===== config.mk =====
export PLATFORM = sky130hd
export DESIGN_NAME = adat_framer_tx
export DESIGN_NICKNAME = d
export VERILOG_FILES = /design/src/rtl/adat_framer_tx.sv
export SDC_FILE = /design/constraint.sdc
export NUM_CORES = 1
export LEC_CHECK = 0
export BUFFER_PORTS_ARGS = -buffer_cell sky130_fd_sc_hd__buf_2
export CAP_MARGIN = 10
export CORE_ASPECT_RATIO = 1.25
export CORE_MARGIN = 2
export CORE_UTILIZATION = 37
export CTS_CLUSTER_SIZE = 14
export DETAILED_ROUTE_END_ITERATION = 8
export GPL_TIMING_DRIVEN = 0
export PLACE_DENSITY = 0.57
export SLEW_MARGIN = 20
export SYNTH_ARGS = -nofsm -noshare
export SYNTH_HDL_FRONTEND = slang
export SYNTH_SLANG_ARGS = --single-unit

===== constraint.sdc =====
create_clock -name mclk -period 2.35 [get_ports mclk]
set_clock_uncertainty 0.15 [all_clocks]
set_input_delay 0.47 -clock mclk [delete_from_list [all_inputs] [get_ports mclk]]
set_output_delay 0.47 -clock mclk [all_outputs]
set_load 0.02 [all_outputs]

===== src/rtl/adat_framer_tx.sv =====
// ADAT lightpipe transmitter: builds 256-bit frames from a per-frame sample shadow and
// NRZI-codes them at one bit per mclk. Define ADAT_FRAMER_LOCK_EN for watchdog lock tracking.

module adat_framer_tx #(
  parameter int CHANNELS = 8,
  parameter int SAMPLE_W = 24
) (
  input  logic                         mclk,
  input  logic                         rst,
  input  logic                         wclk,
  input  logic [CHANNELS*SAMPLE_W-1:0] samples,
  input  logic [3:0]                   user,
  output logic                         adat,
  output logic                         frame_start,
  output logic                         locked
);

  localparam int         SLOTS    = 8;
  localparam int         SLOT_W   = 24;
  localparam logic [7:0] LAST_BIT = 8'd255;

  logic [7:0]                   bc_q, bc_d;
  logic                         adat_q;
  logic                         frame_start_q;
  logic                         locked_q, locked_d;
  logic                         wclk_q;
  logic [CHANNELS*SAMPLE_W-1:0] samples_q;
  logic [3:0]                   user_q;

  logic                         wclk_rise;
  logic                         last_bit;
  logic                         realign;
  logic                         capture;
  logic                         frame_bit;
  logic [SLOTS-1:0][SLOT_W-1:0] slot_w;
  logic [255:0]                 frame_w;

  assign wclk_rise = wclk & ~wclk_q;
  assign last_bit  = (bc_q == LAST_BIT);
  // An edge on the last bit is already in phase; anywhere else it restarts the frame.
  assign realign   = wclk_rise & ~last_bit;
  assign capture   = last_bit | wclk_rise;
  assign bc_d      = realign ? 8'd0 : bc_q + 8'd1;

  // NOTE: every combinational output gets a default first so no path can infer a latch.
  always_comb begin
    slot_w = '0;
    for (int c = 0; c < CHANNELS; c++) begin
      slot_w[c][SLOT_W-1 -: SAMPLE_W] = samples_q[c*SAMPLE_W +: SAMPLE_W];
    end
  end

  always_comb begin
    frame_w     = '0;
    frame_w[0]  = 1'b1;
    frame_w[11] = 1'b1;
    for (int j = 0; j < 4; j++) begin
      frame_w[12+j] = user_q[3-j];
    end
    for (int c = 0; c < SLOTS; c++) begin
      for (int n = 0; n < 6; n++) begin
        frame_w[16+30*c+5*n] = 1'b1;
        for (int j = 0; j < 4; j++) begin
          frame_w[17+30*c+5*n+j] = slot_w[c][SLOT_W-1-4*n-j];
        end
      end
    end
  end

  assign frame_bit = frame_w[bc_q];

`ifdef ADAT_FRAMER_LOCK_EN
  localparam logic [8:0] WD_LIMIT = 9'd300;
  localparam logic [8:0] WD_LAST  = 9'd299;

  logic [8:0] wd_q, wd_d;
  logic [1:0] phase_cnt_q, phase_cnt_d;

  always_comb begin
    wd_d        = wd_q;
    phase_cnt_d = phase_cnt_q;
    locked_d    = locked_q;
    if (wclk_rise) begin
      wd_d = '0;
      if (last_bit) begin
        if (phase_cnt_q != 2'd2) phase_cnt_d = phase_cnt_q + 2'd1;
        if (phase_cnt_q != 2'd0) locked_d = 1'b1;
      end else begin
        phase_cnt_d = '0;
        locked_d    = 1'b0;
      end
    end else if (wd_q != WD_LIMIT) begin
      wd_d = wd_q + 9'd1;
      // Watchdog expiry drops lock; the frame keeps free-running regardless.
      if (wd_q == WD_LAST) begin
        phase_cnt_d = '0;
        locked_d    = 1'b0;
      end
    end
  end

  always_ff @(posedge mclk) begin
    if (rst) begin
      wd_q        <= '0;
      phase_cnt_q <= '0;
    end else begin
      wd_q        <= wd_d;
      phase_cnt_q <= phase_cnt_d;
    end
  end
`else
  assign locked_d = locked_q | wclk_rise;
`endif

  // NOTE: sequential state uses non-blocking assignments so every register samples pre-edge values.
  always_ff @(posedge mclk) begin
    if (rst) begin
      bc_q          <= '0;
      adat_q        <= 1'b0;
      frame_start_q <= 1'b0;
      locked_q      <= 1'b0;
      wclk_q        <= 1'b0;
      // NOTE: the shadow is reset on purpose so the first frame after reset carries zero data.
      samples_q     <= '0;
      user_q        <= '0;
    end else begin
      bc_q          <= bc_d;
      adat_q        <= adat_q ^ frame_bit;
      frame_start_q <= (bc_d == 8'd0);
      locked_q      <= locked_d;
      wclk_q        <= wclk;
      if (capture) begin
        samples_q <= samples;
        user_q    <= user;
      end
    end
  end

  assign adat        = adat_q;
  assign frame_start = frame_start_q;
  assign locked      = locked_q;

endmodule

### Yosys cells after proc, flatten, opt, wreduce, memory -nomap -nowiden

Cells that the tools add are included.

| operators by class | value |
|---|---|
| $add $sub $neg | 1 |
| magnitude comparators | 1 |
| eq/ne operators | 1 |
| mux-type cells | 3 |
| bitwise operators | 7 |
| reductions and logical operators | 1 |

Operators with widths:

| kind | count |
|---|---|
| $lt A8 B9 Y1 const B | 1 |
| $add A8 B1 Y8 const B | 1 |
| $bmux W1 S8 | 1 |
| $eq A8 B8 Y1 const B | 1 |
| $logic_not A8 Y1 | 1 |
| $mux W8 | 1 |
| $and A1 B1 Y1 | 2 |
| $not A1 Y1 | 2 |
| $or A1 B1 Y1 | 2 |
| $mux W1 | 1 |
| $xor A1 B1 Y1 | 1 |

| storage, ports and cells | value |
|---|---|
| register bits | 208 |
| input bits | 199 |
| output and inout bits | 3 |
| logic and storage cells | 21 |

### Longest topological paths before layout

Gate-level depths: netlist of run 1.

| depth | value |
|---|---|
| word-level depth | 5 |
| gate-level depth with buffers | 11 |
| depth with buffers taken out | 8 |

### Least setup slack after synthesis of run 1

No wires, ideal clock.

| timing path | value |
|---|---|
| path kind | reg2reg |
| start | reg bc_q[0] |
| end | reg adat_q (netlist: adat) |
| library setup time | 123 ps |
| arrival | 2,167 ps |
| required time | 2,077 ps |
| path slack | -91 ps |
| cell stages (with the launch flop) | 9 |
| path buffers | 3 |
| period minus slack after synthesis | 2,441 ps |
| cell sequence | dfxtp_1 > buf_6 > buf_6 > buf_6 > mux4_2 > a221oi_1 > nor3_1 > a32oi_1 > mux2_1 |

| on the way | value |
|---|---|
| cells in the longest elaborated chain, start to end | 3 |

Ends and longest elaborated chain:

| item | line | source |
|---|---|---|
| start: declaration | 22 | `logic [7:0] bc_q, bc_d;` |
| start signal: assignment | 118 | `bc_q <= '0;` |
| start signal: assignment | 127 | `bc_q <= bc_d;` |
| $bmux W1 S8 | 70 | `assign frame_bit = frame_w[bc_q];` |
| $mux W1 (implied by the code) | 70 |  |
| $xor A1 B1 Y1 | 128 | `adat_q <= adat_q ^ frame_bit;` |
| end signal: assignment | 128 |  |
| end: declaration | 23 | `logic adat_q;` |

Every way passes these cells. The select of a mux whose other input is x is not followed.
A chain may end at the register's enable or synchronous reset.

### Final worst setup path of run 1

Ends and elaborated chain as after synthesis.

==> impl_metrics.yaml, run 1 <==
clock_tree:
  path_clk_slew_ps: 70
  cts_tree: "yes"
  h-tree-depth: 1
  clock-sinks: 208
  cts_buffers: 23
  clockBufferDepth: 3
  clk_latency_ps: 520
  cts_hold_buffers: 0
  cts_root_buffer: "clkbuf_16"
route:
  ant_nets: 0
  first_iter_violations: 559
  vias: 8695
  first_pass_iters: 5
  drc: 0
  wl_per_cell_um: 17.9
  drt_wl_total_mm: 30.6
  vias_per_cell: 5.09
synthesis:
  ys_seq_area_share_pct: 45.7
  synthCells: 1129
  synth_compound_area_share_pct: 17.8
  synth_edf_count: 0
  synth_xor_area_share_pct: 0.577
  synth_cell_types: 49
  synth_nets: 1331
  synth-seq-cells: 208
  postSynth.asyncResetShare_pct: 0
  syn-cell-area_um2: 9100
  syn_avg_cell_area_um2: 8.06
  synthSimpleGateAreaFrac_pct: 20.0
  synth.area.mux_share_pct: 9.97
  synthAdderAreaFrac_pct: 0.412
  synth_top_family_by_area: "simple AND/OR/NAND/NOR gates"
  yosysWarnings: 0
  synth_top_flop_cell: "dfxtp_1"
placed_design:
  dp_cells: 1660
  post-dp-hpwl_mm: 22.1
  portBuffers: 201
  placed_area_um2: 10500
  dp_slack_ps: -778
  place_congestion: 0.909
sta:
  setup_slack_ps: -426
  worstMarginPinSlew_ps: 699
  timing.final.max_slew_violations: 0
  slew_headroom_pct: 53.4
  post-route-period-util_pct: 118
  setup-violations-final: 1
  rsz0062_at_grt: "yes"
  hold_viol_final: 0
  fmax_mhz: 360
  hold_ws_ps: 49.8
  tns_ps: -426
  period_needed_ps: 2780
floorplanning:
  rows: 64
  die_h_um: 179
  coreArea_um2: 24300
  start_util_pct: 37.4
  die_w_um: 144
  num_io_pins: 202
  die-area_um2: 25900
finish:
  antenna_cells: 0
  drive_gt1_share_pct: 27.8
  fin_nets: 1565
  final_cells: 1708
  stdcell_area_um2: 11700
  syn2layout_area_growth_pct: 28.6
run_status:
  status: "finished with violations"
  failed_checks: "setup timing"
setup_path:
  crit_path_max_fanout: 5
  arrival_ps: 3040
  rr_worst_depth: 8
  critPathRequiredTime_ps: 2610
  critical_path_class: "reg -> reg"
  crit_path_start_kind: "flip-flop"
  cp-end-kind: "flip-flop"
global_route:
  grt_max_degree: 14
  grt_pass1_wl_mm: 45.2
  antenna_found_initial: 0
  grt_pass1_vias: 8383
  grt_remaining_overflow: 0
  track_usage_pct: 22.9
power:
  p_leak_uw: 0.00473
  cellPowerDensity_nw_per_um2: 728
  ir_drop_v: 0.000567
hold_path:
  min_path_cells: 2
  hp-class: "in -> reg"
flow_run:
  cap_violations: 0
[cells in the final DEF, fill, tap and decap left out, types with 8 or more instances in the layout]
cell | Yosys | final
nand2_1 | 406 | 403
buf_2 | 46 | 225
a21oi_1 | 206 | 205
dfxtp_1 | 208 | 204
clkbuf_1 | 39 | 33
clkbuf_16 | 0 | 25
o221ai_1 | 26 | 23
mux2_2 | 20 | 20
buf_4 | 4 | 17
mux4_2 | 17 | 17
nor2_1 | 14 | 13
nand3_1 | 13 | 12
mux2i_1 | 16 | 11
mux2_1 | 11 | 10
clkbuf_2 | 1 | 9
buf_6 | 5 | 8
nor3_1 | 8 | 8
a2bb2oi_1 | 8 | 8
[critical path: stages, from the launching register on]
cell and delay [ps]:
dfxtp_4 410, buf_12 150, buf_4 130, mux4_2 510, mux4_2 480, nor2_2 110, o211ai_1 120, a32oi_2 290
mux2_4 320
[layer usage]
metal,wire length (µm),part of all wire [%],track usage [%],vias to the layer above
met2,15400,50,40.8,263
met3,1640,5.4,2.74,55
li1,-,-,-,4330
met4,955,3.1,7.69,0
met1,12500,41,28.8,4047
met5,0,0,0,-
[flip-flops by register name (all words and copies together), names as in the netlist]
register and cells:
samples_q 192, wclk_q 1, bc_q 8, frame_start 1, locked 1, user_q 4
adat 1
[cells by family after synthesis]
kind of cell / after synthesis
mux: 65
xor+xnor: 6
compound gates: 280
flops: 208
simple gates: 463
buf+inv: 104
fa+ha+maj: 3
[path summary, 6_finish.rpt]
| check | startpoint | to | slack, ps |
|---|---|---|---|
| hold / removal | wclk | wclk_q | 50 |
| hold reg to reg | samples_q[168] | samples_q[168] | 300 |
| setup reg to reg | bc_q[0] | adat | -430 |
| setup / recovery | bc_q[0] | adat | -430 |
[Yosys cell counts (3+ instances only)]
cell,instances,area share (%)
a211oi_1,3,0.25
a21oi_1,206,11
a2bb2oi_1,8,0.77
a31oi_1,5,0.34
and2_1,3,0.21
buf_2,46,2.5
buf_4,4,0.33
buf_6,5,0.62
clkbuf_1,39,1.6
dfxtp_1,208,46
ha_1,3,0.41
inv_1,6,0.25
mux2_1,11,1.4
mux2_2,20,2.5
mux2i_1,16,1.8
mux4_2,17,4.2
nand2_1,406,17
nand2b_1,4,0.27
nand3_1,13,0.71
nand4_1,4,0.27
nor2_1,14,0.58
nor2b_1,6,0.41
nor3_1,8,0.44
o211ai_1,5,0.41
o21ai_0,7,0.38
o221ai_1,26,2.5
o22ai_1,6,0.41
xnor2_1,5,0.48
[repair_timing]
item,CTS,global route
setup endpoints to repair,198,194
pin swaps,1,10
setup buffers,0,7
resized for setup,45,58
cloned,0,2
[area by class of cell]
| type | count | area (µm²) |
|---|---|---|
| Timing Repair Buffer | 210 | 1120 |
| Buffer | 96 | 643 |
| Fill cell | 2535 | 12600 |
| Inverter | 7 | 26.3 |
| Clock inverter | 8 | 68.8 |
| Multi-Input combinational cell | 817 | 4590 |
| Clock buffer | 32 | 659 |
| Sequential cell | 208 | 4170 |
| Tap cell | 330 | 413 |
[power breakdown]
| part | switching, µW | leakage, µW | internal [µW] |
|---|---|---|---|
| sequential | 110 | 0.00171 | 3730 |
| combinational | 646 | 0.00265 | 532 |
| clock | 1440 | 0.000366 | 2060 |
[through the flow]
stage	utilization [%]	power [µW]
6_report	48.1	8520
5_1_grt	48.1	8870
4_1_cts	46.8	8520
3_5_place_dp	43.3	4980
3_3_place_gp	43.3	4970
2_1_floorplan	-	4520
Power figures use the tool's default switching activity.
==> run 2, diff against run 1 <==
Settings changed: ABC_AREA set to 1.
==> run 2 against run 1 <==
  * The run now ends clean
  * Sequential share of layout area decreased by 0.069 points
  * Worst hold slack got worse by 32 ps
  * Total power up 2.9%
  * Worst setup slack better by 490 ps
  * Clock power hardly changed
  * Fmax grew 22%
  * Clock-buffer cell count shrank 1
  * Synthesized area up 3.2%
  * Global-route usage is 3.1 points higher
  * Critical path type is now in -> reg
  * Critical endpoint is now samples_q[143]
==> impl_metrics.yaml, run 2 <==
global_route:
  grt_pass1_wl_mm: 53.3
  antenna_found_initial: 0
  grt_pass1_vias: 9442
  track_usage_pct: 26.0
  grt_remaining_overflow: 0
  grt_max_degree: 15
sta:
  post-route-period-util_pct: 97.2
  worstMarginPinSlew_ps: 866
  slew_headroom_pct: 42.3
  rsz0062_at_grt: "yes"
  hold_viol_final: 0
  setup-violations-final: 0
  fmax_mhz: 438
  timing.final.max_slew_violations: 0
  hold_ws_ps: 18.2
  period_needed_ps: 2280
power:
  p_int_uw: 6340
  seqPwrFrac_pct: 44.7
  cellPowerDensity_nw_per_um2: 748
  share_comb_of_total_power_pct: 15.2
  pwr-share-clk_pct: 40.1
  swShare_pct: 27.6
  p_leak_uw: 0.00531
  p_sw_uw: 2420
  ir_drop_v: 0.000468
synthesis:
  synth-seq-cells: 208
  netlist_top_cells_area: "dfxtp_1 (44%), o21ai_0 (12%), nor2_1 (11%), nand2_1 (8.4%), nand3_1 (6.7%)"
  syn-cell-area_um2: 9400
  postSynth.asyncResetShare_pct: 0
  synth_edf_count: 0
  ys_seq_area_share_pct: 44.3
  synth_cell_types: 25
  yosys-top-cells-count: "nor2_1 (264), o21ai_0 (224), nand2_1 (211)"
  synth_nets: 1579
  yosysTopAreaCell: "dfxtp_1"
  synth_top_area_share_pct: 44.3
  synthCells: 1377
  yosysWarnings: 0
  synth.most_common_cell: "nor2_1"
  syn_avg_cell_area_um2: 6.82
  synth_top_flop_cell: "dfxtp_1"
clock_tree:
  path_clk_slew_ps: 70
  clk_latency_ps: 510
  clockBufferDepth: 3
  h-tree-depth: 1
  cts_buffers: 22
  cts_tree: "yes"
  clock-sinks: 208
  cts_root_buffer: "clkbuf_16"
setup_path:
  r2r-start: "bc_q[2]"
  crit_slowest_cell: "clkbuf_1"
  arrival_ps: 2570
  crit_path_start_kind: "input port"
  critical_path.cell_chain: "buf_2, inv_1, clkbuf_1, clkbuf_1, o21ai_0, a21oi_1"
  crit_start: "rst"
  cp-end-kind: "flip-flop"
  crit_family: "buffers and inverters"
  critPathRequiredTime_ps: 2640
  crit_buf_inv: 4
  r2r_setup_slack_ps: 80
  cp_slowest_stage_delay_ps: 710
  crit_path_max_fanout: 10
  crit_path_frequent_cell: "clkbuf_1"
  critical_path_class: "in -> reg"
floorplanning:
  die_w_um: 147
  num_io_pins: 202
  start_util_pct: 37.4
  coreArea_um2: 25100
  rows: 65
  die-area_um2: 26700
  die_h_um: 182
finish:
  antenna_cells: 0
  fin_nets: 1806
  final_common_cell: "nor2_1"
  fillers: 2698
  largest_reg_flops: 192
  final_cells: 1952
  stdcell_area_um2: 11700
  final_cell_mix: "nor2_1 (252), buf_2 (224), o21ai_0 (214), nand2_1 (209), dfxtp_1 (204)"
  regMostFlops: "samples_q"
  multi_input_area_um2: 4350
  top_regs: "samples_q x192, bc_q x8, user_q x4"
  fin_util_pct: 46.6
  drive_gt1_share_pct: 20.7
  syn2layout_area_growth_pct: 24.7
  regArea_um2: 4170
route:
  drt_wl_total_mm: 36.3
  ant_nets: 0
  first_iter_violations: 762
  vias: 10098
  vias_per_cell: 5.17
  drc: 0
  wl_per_cell_um: 18.6
  first_pass_iters: 5
run_status:
  status: "finished, final reports clean"
placed_design:
  place_congestion: 0.979
  placed_area_um2: 10800
  portBuffers: 201
  dp_cells: 1913
  post-dp-hpwl_mm: 26.8
flow_run:
  cap_violations: 0
hold_path:
  hp-class: "in -> reg"
  worstHoldStart: "rst"
## run 2: cells by family (layout without fill, tap and decap cells)
logic type / after synthesis / count (layout) / synth area share, %
and+or+nand+nor: 615 / 615 / 26.7
AOI/OAI and AO/OA: 343 / 343 / 18.5
DFF: 208 / 208 / 44.3
buffers and inverters: 208 / 448 / 10.1
adders and majority gates: 3 / 3 / 0.400
## run 2: timing repair
| item | in CTS | in global routing |
|---|---|---|
| endpoints found under the hold margin | 0 | 0 |
| gates resized for setup | 25 | 51 |
| pin swaps | 0 | 3 |
| buffers inserted | 0 | 2 |
| hold buffers | 0 | 0 |
| setup endpoints to repair | 135 | 180 |
## run 2: metrics by stage
stage / power, µW / worst slack [ps] / setup TNS, ps
CTS: 8750 / 7.96 / 0
floorplan: 4690 / 420 / 0
finish: 8760 / 65.4 / 0
global placement: 5250 / -391 / -14770
detailed placement: 5260 / -418 / -13470
global route: 9100 / -15.2 / -15.2
## run 2: layer usage
metal  part of all wire, %  track usage, %  routed length, µm  up-vias
met5                     0               0                  0        -
met4                   3.2            9.05               1150        0
met3                   7.8            4.32               2830       72
met2                    46            42.9              16500      413
met1                    44            34.7              15800     4685
li1                      -               -                  -     4928
## run 2: worst reg2reg max path, stage by stage (launching register included)
cell and delay [ps]:
dfxtp_1 310, buf_4 160, nand2_2 110, inv_4 100, nand2_2 90, nor4_4 250, nand2_2 110, nand2_4 150
inv_4 100, buf_6 180, buf_2 210, nor2_1 180, nor2_1 70
## run 2: power groups by stage
| stage | clock [µW] | combinational [µW] | sequential, µW |
|---|---|---|---|
| after global routing | 3700 | 1470 | 3940 |
| after global placement | 0 | 1260 | 3980 |
| after detailed placement | 0 | 1270 | 3990 |
| after CTS | 3560 | 1290 | 3910 |
| after floorplan | 0 | 747 | 3950 |
| final | 3510 | 1330 | 3920 |
## run 2: layout make-up
type                       instances  area share (%)
multi-input combinational        961            37.2
sequential                       208            35.6
timing repair buffer             203            8.82
clock buffer                      31            5.34
buffer                           102            5.30
tap                              335            3.58
inverter                         106            3.44
clock inverter                     6           0.769
## run 2: worst paths after layout
kind | cells after the start | to
max reg2reg | 12 | samples_q[46]
max | 6 | samples_q[143]
min reg2reg | 2 | samples_q[36]
min | 2 | frame_start
==> run 3, diff against run 2 <==
Settings changed: CAP_MARGIN 10 to unset, CORE_UTILIZATION 37 to 40, PLACE_DENSITY 0.57 to 0.61.
==> run 3 against run 2 <==
  * Critical endpoint is now samples_q[61]
  * Fmax decreased by 0.73%
  * Routed wire length decreased by 3.4%
  * Critical path depth increased by 6
  * Die area decreased by 7.3%
  * Register-to-register slack got worse by 30 ps
  * Sequential power about the same
  * Clock power about the same
  * Largest cell class unchanged
  * Core utilization increased by 4.2 points
  * Cell area decreased by 0.13%
  * Flip-flop and latch count unchanged
==> impl_metrics.yaml, run 3 (synthesis results as in run 2) <==
setup_path:
  crit_path_max_fanout: 10
  cp-end-kind: "flip-flop"
  crit_path_start_kind: "flip-flop"
  critical_path.cell_chain: "buf_4, nand2_2, inv_4, nand2_2, nor4_4, nand2_2, nand2_4, inv_6, buf_8, clkbuf_4, nor2_1, nor2_1"
  crit_family: "simple AND/OR/NAND/NOR gates"
  critPathRequiredTime_ps: 2600
  crit_buf_inv: 5
  crit_path_frequent_cell: "nand2_2"
  cp_slowest_stage_delay_ps: 320
  critical_path_class: "reg -> reg"
  arrival_ps: 2550
  crit_slowest_cell: "nor4_4"
power:
  p_leak_uw: 0.00531
  finalPower_uw: 8760
  cellPowerDensity_nw_per_um2: 749
  ir_drop_v: 0.000476
floorplanning:
  start_util_pct: 40.8
  rows: 62
  num_io_pins: 202
  die_h_um: 175
  coreArea_um2: 23000
  die-area_um2: 24700
  die_w_um: 141
clock_tree:
  cts_buffers: 22
  clk_latency_ps: 510
  cts_tree: "yes"
  path_clk_slew_ps: 70
  cts_root_buffer: "clkbuf_16"
  clock-sinks: 208
  h-tree-depth: 1
  clockBufferDepth: 3
finish:
  multi_input_area_um2: 4370
  syn2layout_area_growth_pct: 24.5
  final_common_cell: "nor2_1"
  regArea_um2: 4170
  final_cells: 1903
  antenna_cells: 0
  regMostFlops: "samples_q"
  final_cell_mix: "nor2_1 (239), buf_2 (217), nand2_1 (209), dfxtp_1 (204), o21ai_0 (203)"
  fin_nets: 1804
  top_regs: "samples_q x192, bc_q x8, user_q x4"
  drive_gt1_share_pct: 21.4
  fillers: 2356
  largest_reg_flops: 192
sta:
  timing.final.max_slew_violations: 0
  hold_viol_final: 0
  fmax_mhz: 435
  worstMarginPinSlew_ps: 784
  slew_headroom_pct: 47.8
  hold_ws_ps: 13.4
  tns_ps: 0
  rsz0062_at_grt: "yes"
  setup_slack_ps: 48.6
  period_needed_ps: 2300
  setup-violations-final: 0
  post-route-period-util_pct: 97.9
route:
  vias: 9911
  ant_nets: 0
  first_pass_iters: 5
  first_iter_violations: 643
  drc: 0
  vias_per_cell: 5.21
  wl_per_cell_um: 18.4
  drt_wl_total_mm: 35.0
global_route:
  grt_remaining_overflow: 0
  grt_max_degree: 15
  track_usage_pct: 27.9
  grt_pass1_wl_mm: 53.2
  grt_pass1_vias: 9373
  antenna_found_initial: 0
placed_design:
  dp_slack_ps: -403
  post-dp-hpwl_mm: 26.1
  place_congestion: 0.994
  dp_cells: 1866
  portBuffers: 201
hold_path:
  hp-class: "in -> reg"
flow_run:
  cap_violations: 0
run_status:
  status: "finished, final reports clean"
## run 3: per-stage QoR
| stage | util (%) | cell area, µm² |
|---|---|---|
| final | 50.8 | 11700 |
| after global routing | 50.8 | 11700 |
| after CTS | 50.0 | 11500 |
| after detailed placement | 46.7 | 10800 |
| after global placement | 46.7 | 10800 |
| after floorplan | - | 9400 |
## run 3: report_power, final
| group | switching [µW] | internal, µW | leakage [µW] |
|---|---|---|---|
| registers | 118 | 3790 | 0.00173 |
| logic | 845 | 483 | 0.00323 |
| clock network | 1450 | 2080 | 0.000355 |
| total | 2410 | 6350 | 0.00531 |
## run 3: worst register-to-register path, stage by stage, from the launching register on
cell	delay, ps
dfxtp_1	310
buf_4	150
nand2_2	100
inv_4	100
nand2_2	80
nor4_4	320
nand2_2	110
nand2_4	170
inv_6	110
buf_8	180
clkbuf_4	200
nor2_1	140
nor2_1	60
## run 3: what timing repair did
item / in CTS / in global routing
pin swaps: 0 / 3
gates resized for setup: 20 / 94
hold buffers: 0 / 0
buffers inserted: 0 / 1
setup endpoints to repair: 132 / 117
## run 3: path summary, 6_finish.rpt
| kind | start | endpoint | slack (ps) | cells past startpoint |
|---|---|---|---|---|
| worst min register to register | samples_q[149] | samples_q[149] | 300 | 2 |
| worst min-delay path | rst | frame_start | 10 | 2 |
| worst max-delay path | bc_q[2] | samples_q[61] | 50 | 12 |
| worst max register to register | bc_q[2] | samples_q[61] | 50 | 12 |
## run 3: layout make-up
cell class                 count  share of cell area (%)
tap                          288                    3.08
inverter                     106                    3.47
buffer                       101                    5.50
multi-input combinational    961                    37.4
clock inverter                 6                   0.546
clock buffer                  31                    5.69
timing repair buffer         202                    8.66
sequential                   208                    35.7
## run 3: layer usage
metal	vias up	global-route usage (%)	wire, µm	share of wire, %
met5	-	0	0	0
met1	4563	38.4	15300	44
li1	4924	-	-	-
met4	0	8.04	919	2.6
met3	58	4.47	2650	7.6
met2	366	45.4	16200	46
